<file path="src/rtl/iterative_alu.sv">
// iterative_alu -- multi-cycle execute-stage ALU.
//
// Takes the 4-bit alu_control code and two operands through a valid/ready
// handshake. It returns a registered result and zero flag through a
// valid/ready handshake.
//   - Logic and arithmetic ops finish in one cycle.
//   - Shifts move one bit per cycle, giving shamt+1 cycles of latency.
//
// Build option: define ITERATIVE_ALU_FAST_SHIFT_EN to use a combinational
// barrel shifter instead. Every code then has a latency of 1.
//
// Ports:
//   clk          system clock, rising edge
//   reset        asynchronous, active-high reset
//   flush        synchronous abort of any operation in flight
//   in_valid     operands and code valid
//   in_ready     can accept an operation (high only in IDLE)
//   alu_control  0 ADD, 1 SUB, 2 SLL, 3 SLT, 4 SLTU, 5 XOR, 6 SRL, 7 SRA,
//                8 OR, 9 AND, 10-15 give result 0
//   a, b         operands; shift amount is the low $clog2(WIDTH) bits of b
//   out_valid    result valid, held until consumed
//   out_ready    consumer accepts result
//   result       registered result
//   zero         registered, 1 when result == 0
//
// state | meaning
// IDLE  | waiting for an operation, in_ready high
// SHIFT | iterative shift in progress, one bit per cycle
// DONE  | result presented, waiting for out_ready

module iterative_alu #(
    parameter int WIDTH = 32
) (
    input  logic             clk,
    input  logic             reset,
    input  logic             flush,
    input  logic             in_valid,
    output logic             in_ready,
    input  logic [3:0]       alu_control,
    input  logic [WIDTH-1:0] a,
    input  logic [WIDTH-1:0] b,
    output logic             out_valid,
    input  logic             out_ready,
    output logic [WIDTH-1:0] result,
    output logic             zero
);

    localparam int SW = (WIDTH > 1) ? $clog2(WIDTH) : 1;

    localparam logic [3:0] OP_ADD  = 4'd0;
    localparam logic [3:0] OP_SUB  = 4'd1;
    localparam logic [3:0] OP_SLL  = 4'd2;
    localparam logic [3:0] OP_SLT  = 4'd3;
    localparam logic [3:0] OP_SLTU = 4'd4;
    localparam logic [3:0] OP_XOR  = 4'd5;
    localparam logic [3:0] OP_SRL  = 4'd6;
    localparam logic [3:0] OP_SRA  = 4'd7;
    localparam logic [3:0] OP_OR   = 4'd8;
    localparam logic [3:0] OP_AND  = 4'd9;

    typedef enum logic [1:0] {IDLE, SHIFT, DONE} state_t;

    state_t           state;
    logic             accept;
    logic [SW-1:0]    shamt;
    logic [WIDTH-1:0] comb_res;

    assign accept = in_valid && in_ready;
    assign shamt  = b[SW-1:0];

    // Single-cycle result. In the iterative build it also covers shifts by
    // zero, which simply pass a through.
    always_comb begin
        comb_res = '0;
        case (alu_control)
            OP_ADD:  comb_res = a + b;
            OP_SUB:  comb_res = a - b;
            OP_SLT:  comb_res = {{(WIDTH-1){1'b0}}, ($signed(a) < $signed(b))};
            OP_SLTU: comb_res = {{(WIDTH-1){1'b0}}, (a < b)};
            OP_XOR:  comb_res = a ^ b;
            OP_OR:   comb_res = a | b;
            OP_AND:  comb_res = a & b;
`ifdef ITERATIVE_ALU_FAST_SHIFT_EN
            OP_SLL:  comb_res = a << shamt;
            OP_SRL:  comb_res = a >> shamt;
            OP_SRA:  comb_res = $signed(a) >>> shamt;
`else
            OP_SLL:  comb_res = a;
            OP_SRL:  comb_res = a;
            OP_SRA:  comb_res = a;
`endif
            default: comb_res = '0;
        endcase
    end

`ifndef ITERATIVE_ALU_FAST_SHIFT_EN
    logic             is_shift;
    logic [WIDTH-1:0] acc;
    logic [WIDTH-1:0] acc_next;
    logic [SW-1:0]    cnt;
    logic [1:0]       shift_kind;    // 0 SLL, 1 SRL, 2 SRA

    assign is_shift = (alu_control == OP_SLL) || (alu_control == OP_SRL) ||
                      (alu_control == OP_SRA);

    always_comb begin
        acc_next = acc;
        case (shift_kind)
            2'd0:    acc_next = {acc[WIDTH-2:0], 1'b0};
            2'd1:    acc_next = {1'b0, acc[WIDTH-1:1]};
            2'd2:    acc_next = {acc[WIDTH-1], acc[WIDTH-1:1]};
            default: acc_next = acc;
        endcase
    end
`endif

    always_ff @(posedge clk or posedge reset) begin
        if (reset) begin
            state     <= IDLE;
            in_ready  <= 1'b1;
            out_valid <= 1'b0;
            result    <= '0;
            zero      <= 1'b0;
`ifndef ITERATIVE_ALU_FAST_SHIFT_EN
            acc        <= '0;
            cnt        <= '0;
            shift_kind <= 2'd0;
`endif
        end else if (flush) begin
            // result and zero intentionally keep their last values
            state     <= IDLE;
            in_ready  <= 1'b1;
            out_valid <= 1'b0;
        end else begin
            case (state)
                IDLE: begin
                    if (accept) begin
`ifndef ITERATIVE_ALU_FAST_SHIFT_EN
                        if (is_shift && (shamt != '0)) begin
                            acc        <= a;
                            cnt        <= shamt;
                            shift_kind <= (alu_control == OP_SLL) ? 2'd0 :
                                          (alu_control == OP_SRL) ? 2'd1 : 2'd2;
                            state      <= SHIFT;
                            in_ready   <= 1'b0;
                        end else
`endif
                        begin
                            result    <= comb_res;
                            zero      <= (comb_res == '0);
                            state     <= DONE;
                            in_ready  <= 1'b0;
                            out_valid <= 1'b1;
                        end
                    end
                end
                SHIFT: begin
`ifndef ITERATIVE_ALU_FAST_SHIFT_EN
                    acc <= acc_next;
                    cnt <= cnt - SW'(1);
                    // The last shift goes straight to DONE, so the total
                    // latency is shamt+1 cycles.
                    if (cnt == SW'(1)) begin
                        result    <= acc_next;
                        zero      <= (acc_next == '0);
                        state     <= DONE;
                        out_valid <= 1'b1;
                    end
`else
                    state    <= IDLE;
                    in_ready <= 1'b1;
`endif
                end
                DONE: begin
                    if (out_ready) begin
                        state     <= IDLE;
                        out_valid <= 1'b0;
                        in_ready  <= 1'b1;
                    end
                end
                default: begin
                    state     <= IDLE;
                    in_ready  <= 1'b1;
                    out_valid <= 1'b0;
                end
            endcase
        end
    end

endmodule

</file>
<file path="config.mk">
export PLATFORM = sky130hd
export DESIGN_NAME = iterative_alu
export DESIGN_NICKNAME = d
export VERILOG_FILES = /design/src/rtl/iterative_alu.sv
export SDC_FILE = /design/constraint.sdc
export NUM_CORES = 1
export LEC_CHECK = 0
export ABC_AREA = 1
export BUFFER_PORTS_ARGS = -buffer_cell sky130_fd_sc_hd__buf_2
export CORE_ASPECT_RATIO = 0.75
export CORE_UTILIZATION = 25
export CTS_CLUSTER_DIAMETER = 80
export DETAILED_ROUTE_END_ITERATION = 6
export PLACE_DENSITY_LB_ADDON = 0.25
export SYNTH_ARGS = -nofsm -noshare
export SYNTH_HDL_FRONTEND = slang
export SYNTH_SLANG_ARGS = --single-unit
</file>
<file path="constraint.sdc">
create_clock -name clk -period 5.85 [get_ports clk]
set_input_delay 0.585 -clock clk [delete_from_list [all_inputs] [get_ports clk]]
set_output_delay 0.585 -clock clk [all_outputs]
set_load 0.1 [all_outputs]
</file>
==> results.sh <==
export IMPL_grt_pass1_vias=11500
export IMPL_area_delta_synth_final_pct=12.5
export IMPL_critPathKind="in -> reg"
export IMPL_drc=0
export IMPL_synth_largest_area_cell="nand2_1"
export IMPL_fmax_mhz=303
export IMPL_synth_seq_cells=76
export IMPL_setup_viol=0
export IMPL_grt_pass1_wl_um=74000
export IMPL_post_cts_setup_buffers=0
export IMPL_min_path_cells=2
export IMPL_drv_cap=0
export IMPL_ys_flop_type="dfrtp_1"
export IMPL_routed_via_density=5.13
export IMPL_path_clk_slew_ns=0.06
export IMPL_gr_total_overflow=0
export IMPL_clk_latency_ns=0.35
export IMPL_syn_instance_count=1824
export IMPL_crit_required_ns=6.12
export IMPL_cts_inserted_buffers=9
export IMPL_tightestPinTransition_ns=1.09
export IMPL_core_area_mm2=0.0413
export IMPL_n_antenna_cell=0
export IMPL_synth_area_mm2=0.0106
export IMPL_avgSynthCellArea_um2=5.82
export IMPL_postCtsHoldBufs=0
export IMPL_synth_edf_count=0
export IMPL_grt_max_degree=77
export IMPL_num_nets_final=2063
export IMPL_drtIter0Drc=1358
export IMPL_period_minus_slack_ns=3.29
export IMPL_cts_sinks=76
export IMPL_slew_limit_headroom=0.273
export IMPL_die_w_um=240
export IMPL_status="complete, no violations"
export IMPL_rrSetupSlack_ns=2.97
export IMPL_crit_path_end_kind="flip-flop"
export IMPL_detail_route_antenna_nets=0
export IMPL_ys_warn_count=0
export IMPL_reg2reg_to="zero"
export IMPL_finalWirelength_um=50500
export IMPL_worstHoldStart="result[22]"
export IMPL_cts_tree="done"
export IMPL_regToRegStartpoint="shift_kind[1]"
export IMPL_initial_core_util=0.257
export IMPL_place_gp_congestion=1.00
export IMPL_clockBufferDepth=2
export IMPL_fin_skew_ns=0.00882
export IMPL_wire_per_inst_um=20.6
export IMPL_final_setup_tns_ns=0
export IMPL_track_usage=0.229
export IMPL_finalCritPeriodShare=0.563
export IMPL_routed_via_count=12600
export IMPL_async_flop_share=1.00
export IMPL_finalHoldViolCount=0
export IMPL_hold_end="result[22]"
export IMPL_cp_startpoint="a[7]"
export IMPL_synth_cell_types=47
export IMPL_vdd_drop_max_mv=0.402
export IMPL_antenna_found_initial=1
export IMPL_core_rowCount=64
export IMPL_fin_ws_ns=2.56
export IMPL_pre_cts_ws_ns=2.37
export IMPL_crit_arrival_ns=3.57
export IMPL_dieHeight_um=180
export IMPL_synth_fp_nets=2004
export IMPL_ys_seq_area_frac=0.179
export IMPL_io_buffers=107
export IMPL_drt_pass1_iterations=6
export IMPL_final_max_slew_violation_count=0
export IMPL_die_area_mm2=0.0433
export IMPL_leakage_nw=6.29
export IMPL_drive_gt1_frac=0.0969
export IMPL_ctsResizeCount=0
export IMPL_r2r_cells=12
export IMPL_path_max_fanout=8
export IMPL_nFillCells=4749
export IMPL_clockRootBuffer="clkbuf_16"
export IMPL_hpwl_um=41100
export IMPL_rsz0062_at_grt="no"
export IMPL_hp_class="reg -> reg"
export IMPL_h_tree_depth=3
export IMPL_yosysTopAreaCellShare=0.185
export IMPL_p_per_area_mw_per_mm2=393
export IMPL_synthTopCellsByArea="nand2_1 19%, dfrtp_1 18%, ha_1 12%"
export IMPL_io_pins=108
export IMPL_critPathLaunchType="input pin"
layout by cell type (no fill, tap or decap), types with 8 or more instances in the layout:
| cell type | synthesis | final |
|---|---|---|
| o221ai_1 | 20 | 20 |
| clkbuf_16 | 0 | 9 |
| a31oi_1 | 31 | 31 |
| nor2_1 | 177 | 175 |
| nand3_1 | 152 | 152 |
| nor2_2 | 11 | 11 |
| nand2_1 | 524 | 524 |
| a221oi_1 | 17 | 17 |
| inv_1 | 306 | 304 |
| o21ai_0 | 106 | 106 |
| o21bai_1 | 8 | 8 |
| ha_1 | 105 | 105 |
| inv_2 | 10 | 11 |
| nand4_1 | 16 | 16 |
| or2_2 | 10 | 10 |
| dfrtp_1 | 75 | 75 |
| buf_4 | 10 | 12 |
| o22ai_1 | 53 | 53 |
| nor3_1 | 13 | 13 |
| a21oi_1 | 71 | 70 |
| buf_2 | 25 | 107 |
how the worst max path moves through the flow:
stage | endpoint | slack, ns | cells after the start
3_5_place_dp | zero | 2.37 | 19
2_1_floorplan | acc[0] | 3.33 | 1
5_1_grt | zero | 2.46 | 15
4_1_cts | zero | 2.72 | 19
3_3_place_gp | zero | 2.23 | 20
6_report | zero | 2.56 | 17
metrics by stage:
step | power (W) | hold WS (ns) | instances | utilization | instance area (um^2)
after floorplan | 0.00319 | 0.509 | 1824 | - | 10600
after global placement | 0.00402 | 0.471 | 2433 | 0.281 | 11600
after detailed placement | 0.00402 | 0.475 | 2433 | 0.281 | 11600
after CTS | 0.00466 | 0.491 | 2449 | 0.289 | 11900
after global routing | 0.00498 | 0.515 | 2449 | 0.289 | 11900
final | 0.00469 | 0.486 | 2449 | 0.289 | 11900
report_power, final:
part / internal [W] / total, W / leakage [nW] / switching [W]
logic: 0.000682 / 0.00308 / 5.23 / 0.00240
registers: 0.000788 / 0.000989 / 0.916 / 0.000201
clock network: 0.000385 / 0.000620 / 0.153 / 0.000235
registers in the layout, summed over array words and instances (netlist names):
| register | cells |
|---|---|
| shift_kind | 2 |
| result | 32 |
| zero | 1 |
| state | 2 |
| out_valid | 1 |
| acc | 32 |
| in_ready | 1 |
| cnt | 5 |
layer usage:
metal	wire length, um	GRT usage	share of wire
met5	13	0	0.00026
met4	985	0.0454	0.020
met3	5030	0.0604	0.10
met2	20000	0.318	0.40
met1	24500	0.348	0.48
final cells by class:
class | instances | area [um^2] | share of cell area
Clock buffer | 12 | 246 | 0.0207
Multi-Input combinational cell | 1358 | 7180 | 0.602
Tap cell | 561 | 702 | 0.0588
Timing Repair Buffer | 119 | 626 | 0.0524
Clock inverter | 4 | 72.6 | 0.00608
Inverter | 319 | 1200 | 0.101
Sequential cell | 76 | 1900 | 0.160
critical path: stages:
cell,delay [ns]
buf_2,0.11
inv_1,0.13
ha_1,0.52
nand2_1,0.17
nor2_1,0.35
nand3_1,0.16
nand3_1,0.29
nand2_1,0.09
nand3_1,0.08
nand3_1,0.20
nor2_1,0.15
nand2_1,0.07
nor2_1,0.16
nand3_1,0.17
nor2_1,0.12
nand2_1,0.07
a21oi_2,0.10
Yosys cell counts, types with 2 or more instances:
master,number
inv_1,306
buf_4,10
nand2_1,524
clkinv_1,2
clkbuf_1,30
buf_6,2
fa_1,2
a31oi_1,31
and2_1,3
nand4_1,16
inv_2,10
o22ai_1,53
nand2_2,4
or2_2,10
o21a_1,3
buf_2,25
ha_1,105
nor2_2,11
nand3_1,152
o211ai_1,3
a21oi_2,4
buf_1,4
dfrtp_1,75
nor4_1,6
o21ai_0,106
o221ai_1,20
a21oi_1,71
o21bai_1,8
nor3_1,13
nor2_1,177
a221oi_1,17
nand3b_1,4
o21ai_1,3
cell families (layout without fill, tap and decap cells):
family,after synthesis,after routing,share of synthesized area
simple gates,925,925,0.363
buf+inv,390,454,0.146
compound gates,325,325,0.183
fa+ha+maj,107,107,0.128
flops,76,76,0.179
xor+xnor,1,1,0.000826
No activity file was read; power rests on OpenSTA's default activity.
